===== src/rtl/div16bits_seq.sv =====
// Sequential unsigned restoring divider: one quotient bit per clock, start/done handshake,
// quotient/remainder plus an explicit divide-by-zero flag.
module div16bits_seq #(
   parameter int unsigned WIDTH = 16
) (
   input  logic             clk,
   input  logic             reset,
   input  logic             start,
   input  logic [WIDTH-1:0] sourceA,
   input  logic [WIDTH-1:0] sourceB,
   output logic             busy,
   output logic             done,
   output logic [WIDTH-1:0] quotient,
   output logic [WIDTH-1:0] remainder,
   output logic             div_by_zero
);

   localparam int unsigned CNT_W = $clog2(WIDTH);
   localparam logic [CNT_W-1:0] LAST_ITER = CNT_W'(WIDTH - 1);

   typedef enum logic [1:0] {
      S_IDLE,
      S_CALC,
      S_DONE
   } state_t;

   state_t           state_q, state_d;
   logic [WIDTH-1:0] dividend_q, dividend_d;
   logic [WIDTH-1:0] divisor_q, divisor_d;
   logic [WIDTH:0]   prem_q, prem_d;
   logic [WIDTH-1:0] qacc_q, qacc_d;
   logic [CNT_W-1:0] cnt_q, cnt_d;
   logic [WIDTH-1:0] quotient_q, quotient_d;
   logic [WIDTH-1:0] remainder_q, remainder_d;
   logic             dbz_q, dbz_d;
   logic             busy_q, busy_d;
   logic             done_q, done_d;
   logic [WIDTH:0]   p_c;
   logic [WIDTH:0]   trial_c;

   // State and datapath registers; reset abandons any iteration in flight.
   always_ff @(posedge clk) begin
      if (reset) begin
         state_q     <= S_IDLE;
         dividend_q  <= '0;
         divisor_q   <= '0;
         prem_q      <= '0;
         qacc_q      <= '0;
         cnt_q       <= '0;
         quotient_q  <= '0;
         remainder_q <= '0;
         dbz_q       <= 1'b0;
         busy_q      <= 1'b0;
         done_q      <= 1'b0;
      end else begin
         state_q     <= state_d;
         dividend_q  <= dividend_d;
         divisor_q   <= divisor_d;
         prem_q      <= prem_d;
         qacc_q      <= qacc_d;
         cnt_q       <= cnt_d;
         quotient_q  <= quotient_d;
         remainder_q <= remainder_d;
         dbz_q       <= dbz_d;
         busy_q      <= busy_d;
         done_q      <= done_d;
      end
   end

   // Next-state logic; busy/done are decoded from the next state so they register cleanly.
   always_comb begin
      state_d     = state_q;
      dividend_d  = dividend_q;
      divisor_d   = divisor_q;
      prem_d      = prem_q;
      qacc_d      = qacc_q;
      cnt_d       = cnt_q;
      quotient_d  = quotient_q;
      remainder_d = remainder_q;
      dbz_d       = dbz_q;
      busy_d      = 1'b0;
      done_d      = 1'b0;
      p_c         = '0;
      trial_c     = '0;

      case (state_q)
         S_IDLE: begin
            if (start) begin
               if (sourceB == '0) begin
                  quotient_d  = '1;
                  remainder_d = sourceA;
                  dbz_d       = 1'b1;
                  state_d     = S_DONE;
                  done_d      = 1'b1;
               end else begin
                  dividend_d = sourceA;
                  divisor_d  = sourceB;
                  prem_d     = '0;
                  qacc_d     = '0;
                  cnt_d      = '0;
                  dbz_d      = 1'b0;
                  state_d    = S_CALC;
                  busy_d     = 1'b1;
               end
            end
         end

         S_CALC: begin
            // Bring down the next dividend bit and try subtracting the divisor.
            p_c        = {prem_q[WIDTH-1:0], dividend_q[WIDTH-1]};
            trial_c    = p_c - {1'b0, divisor_q};
            dividend_d = {dividend_q[WIDTH-2:0], 1'b0};
            if (!trial_c[WIDTH]) begin
               prem_d = trial_c;
               qacc_d = {qacc_q[WIDTH-2:0], 1'b1};
            end else begin
               prem_d = p_c;
               qacc_d = {qacc_q[WIDTH-2:0], 1'b0};
            end
            cnt_d = cnt_q + CNT_W'(1);
            if (cnt_q == LAST_ITER) begin
               quotient_d  = qacc_d;
               remainder_d = prem_d[WIDTH-1:0];
               state_d     = S_DONE;
               done_d      = 1'b1;
            end else begin
               busy_d = 1'b1;
            end
         end

         S_DONE: begin
            state_d = S_IDLE;
         end

         default: begin
            state_d = S_IDLE;
         end
      endcase
   end

   assign busy        = busy_q;
   assign done        = done_q;
   assign quotient    = quotient_q;
   assign remainder   = remainder_q;
   assign div_by_zero = dbz_q;

endmodule


===== config.mk =====
export PLATFORM = sky130hd
export DESIGN_NAME = div16bits_seq
export DESIGN_NICKNAME = d
export VERILOG_FILES = /design/src/rtl/div16bits_seq.sv
export SDC_FILE = /design/constraint.sdc
export NUM_CORES = 1
export LEC_CHECK = 0
export ABC_AREA = 1
export CELL_PAD_IN_SITES_DETAIL_PLACEMENT = 2
export CELL_PAD_IN_SITES_GLOBAL_PLACEMENT = 2
export CORE_ASPECT_RATIO = 1.75
export CORE_MARGIN = 3
export CORE_UTILIZATION = 31
export DETAILED_ROUTE_END_ITERATION = 8
export PLACE_DENSITY = 0.76
export SKIP_LAST_GASP = 1
export SYNTH_ARGS = -nofsm -noshare
export SYNTH_HDL_FRONTEND = slang
export SYNTH_SLANG_ARGS = --single-unit

===== constraint.sdc =====
create_clock -name clk -period 2.8 [get_ports clk]
set_input_delay 0.56 -clock clk [delete_from_list [all_inputs] [get_ports clk]]
set_output_delay 0.56 -clock clk [all_outputs]
set_load 0.02 [all_outputs]

==> impl_metrics.toml <==
[logic_synthesis]
syn_area_per_cell_sq_um = 6.91
yosysUniqueCellTypes = 31
synthCells = 813
yosysWarningCount = 0
syn_area_sq_mm = 0.00561
ys_seq_elements = 104
ys_seq_area_share_pct = 37.1
syn_nets = 866

[pwr]
ir_drop_v = 0.000314
power_mw = 3.84
p_per_area_mw_per_mm2 = 566
p_leak_nw = 3.27

[finish]
final_area_sq_mm = 0.00679
fin_nets = 916
drive_gt1_share_pct = 8.41
syn_to_final_growth_pct = 20.9
n_antenna_cell = 0

[placed_design]
dp_hpwl_mm = 14.6
placed_area_sq_mm = 0.00649
gp_congestion = 0.810
port_buffers = 69

[critical_path]
crit_fanout = 17
startpoint_type = "flop"
end_kind = "flop"
required_ns = 3.10
cp.arrival_ns = 2.76
crit_type = "flop to flop"

[floorplan]
die_x_um = 108
ios = 70
core_sq_mm = 0.0176
rows = 64
start_util_pct = 31.9
die_area_sq_mm = 0.0198
die_y_um = 184

[clock_tree]
cts_buffer_depth = 2
cts_resized = 0
cts_setup_buffers = 0
cts_tree = "done"
clock-root-buffer = "clkbuf_16"
cts_hold_buf = 0
clk_latency_ns = 0.36
clk_pin_slew_ns = 0.07
cts_buffers = 9
clkSinkCount = 104
htreeDepth = 3

[route]
num_vias = 5491
drt_iter0_markers = 205
drc_errors = 0
wire_per_inst_um = 17.6
antenna_left = 0
first_pass_iters = 4
avgViaCountPerCell = 5.00
drt-total-wl_mm = 19.4

[global_route]
antenna_found_initial = 0
grt_pass1_vias = 6306
grt_max_degree = 63
grt-ovfl-total = 0
grt_use_total_pct = 20.6
grt_pass1_wl_mm = 32.3

[worst_hold_path]
min_path_type = "flop to flop"

[timing]
worstMarginPinSlew_ns = 0.679
setup_viol = 0
holdWs_ns = 0.475
min_period_ns = 2.46
period_share_pct = 87.8
rsz0062_at_grt = "false"
hold_viol = 0
drv_slew = 0
clock_skew_ns = 0.00830
fin_tns_setup_ns = 0
relSlewSlack_pct = 54.7
timing.fmax_ghz = 0.407

[run_status]
outcome = "finished clean"

[run]
maxCapViolCount = 0
[final cells by class]
type / count / area [sq um]
multi-input combinational: 529 / 2800
clock inverter: 6 / 68.8
sequential: 104 / 2080
fill: 2114 / 10800
inverter: 139 / 522
tap: 231 / 289
timing repair buffer: 80 / 798
clock buffer: 10 / 229
[state kept, by name (all words and copies together) (netlist names)]
signal       cells
prem_q          16
dividend_q      16
remainder       16
done             1
busy             1
div_by_zero      1
state_q          2
divisor_q       16
quotient        16
cnt_q            4
qacc_q          15
[per-layer routing]
| metal | track usage [%] | share of wire, % | up-vias |
|---|---|---|---|
| met4 | 7.53 | 2.9 | 0 |
| li1 | - | - | 2707 |
| met3 | 2.74 | 2.0 | 25 |
| met2 | 39.8 | 56 | 60 |
| met5 | 0 | 0 | - |
| met1 | 22.2 | 40 | 2699 |
[worst max-delay path: stages, from the launching register on]
cell	delay, ns
dfxtp_1	0.36
inv_1	0.08
ha_1	0.15
inv_1	0.09
fa_1	0.42
nand2_1	0.12
nand2_1	0.11
nand3_2	0.10
nand2_2	0.09
nand2_4	0.10
nand3_1	0.11
nand2_4	0.25
nand3_1	0.15
nand3_1	0.15
nand2_1	0.06
inv_1	0.04
[where the power goes]
part | internal, mW | switching (mW) | total (mW) | leakage [nW]
clock network | 0.700 | 0.608 | 1.31 | 0.143
registers | 1.55 | 0.0466 | 1.60 | 0.848
logic | 0.302 | 0.634 | 0.936 | 2.28
total | 2.55 | 1.29 | 3.84 | 3.27
[final timing paths]
check | startpoint | endpoint | slack (ns) | cells after the start
setup / recovery | dividend_q[15]$_SDFFE_PP0P_ | remainder[13]$_SDFFE_PP0P_ | 0.34 | 15
hold / removal | divisor_q[7]$_SDFFE_PP0P_ | divisor_q[7]$_SDFFE_PP0P_ | 0.48 | 2
setup reg to reg | dividend_q[15]$_SDFFE_PP0P_ | remainder[13]$_SDFFE_PP0P_ | 0.34 | 15
hold reg to reg | divisor_q[7]$_SDFFE_PP0P_ | divisor_q[7]$_SDFFE_PP0P_ | 0.48 | 2
[logic make-up (layout without fill, tap and decap cells)]
| logic type | count (synthesis) | in the layout | share of synthesized area [%] |
|---|---|---|---|
| AOI/OAI and AO/OA | 144 | 144 | 14.2 |
| and+or+nand+nor | 360 | 360 | 30.4 |
| buffers and inverters | 180 | 235 | 13.1 |
| xor gates and xnor gates | 7 | 7 | 1.09 |
| DFF | 104 | 104 | 37.1 |
| adders and majority gates | 18 | 18 | 4.15 |
[cells in the final DEF, fill, tap and decap left out, drive strengths merged, types with 3 or more instances in the layout]
master           n
a31oi           15
o21ai           51
nor2            51
ha              17
nor3            11
buf             11
clkinv           3
inv            140
clkbuf          10
nand3          104
nand4            5
and2             4
dfxtp          104
clkdlybuf4s50   69
a21oi           61
o211ai          16
xor2             7
nand2          182
[cells in the mapped netlist]
cell | count | area [sq um]
a211oi_1 | 1 | 7.51
nand2_1 | 168 | 631
and2_4 | 1 | 8.76
ha_1 | 17 | 213
o211ai_1 | 16 | 120
inv_2 | 7 | 26.3
nand2_4 | 4 | 45.0
inv_1 | 132 | 495
nor2_4 | 3 | 33.8
o21ai_0 | 51 | 255
fa_1 | 1 | 20.0
and2_1 | 3 | 18.8
a21oi_4 | 1 | 16.3
buf_1 | 2 | 7.51
nor2_1 | 48 | 180
nand3_1 | 84 | 420
buf_2 | 13 | 65.1
nand4_1 | 5 | 31.3
buf_4 | 3 | 22.5
nand3_2 | 20 | 200
a21oi_1 | 59 | 295
dfxtp_1 | 104 | 2080
nand2_2 | 10 | 62.6
or2_1 | 1 | 6.26
clkbuf_1 | 21 | 78.8
buf_12 | 2 | 40.0
xor2_1 | 7 | 61.3
a31oi_1 | 15 | 93.8
nor3_1 | 11 | 55.1
a21oi_2 | 1 | 8.76
and3_1 | 2 | 12.5
[per-stage QoR]
stage	instances	util [%]	setup slack (ns)
final	1099	38.5	0.341
after global routing	1099	38.5	0.143
after CTS	1099	38.5	0.323
after detailed placement	1083	36.8	0.0419
after global placement	1083	36.8	0.117
after floorplan	813	-	0.807
(Power assumes the default switching activity.)
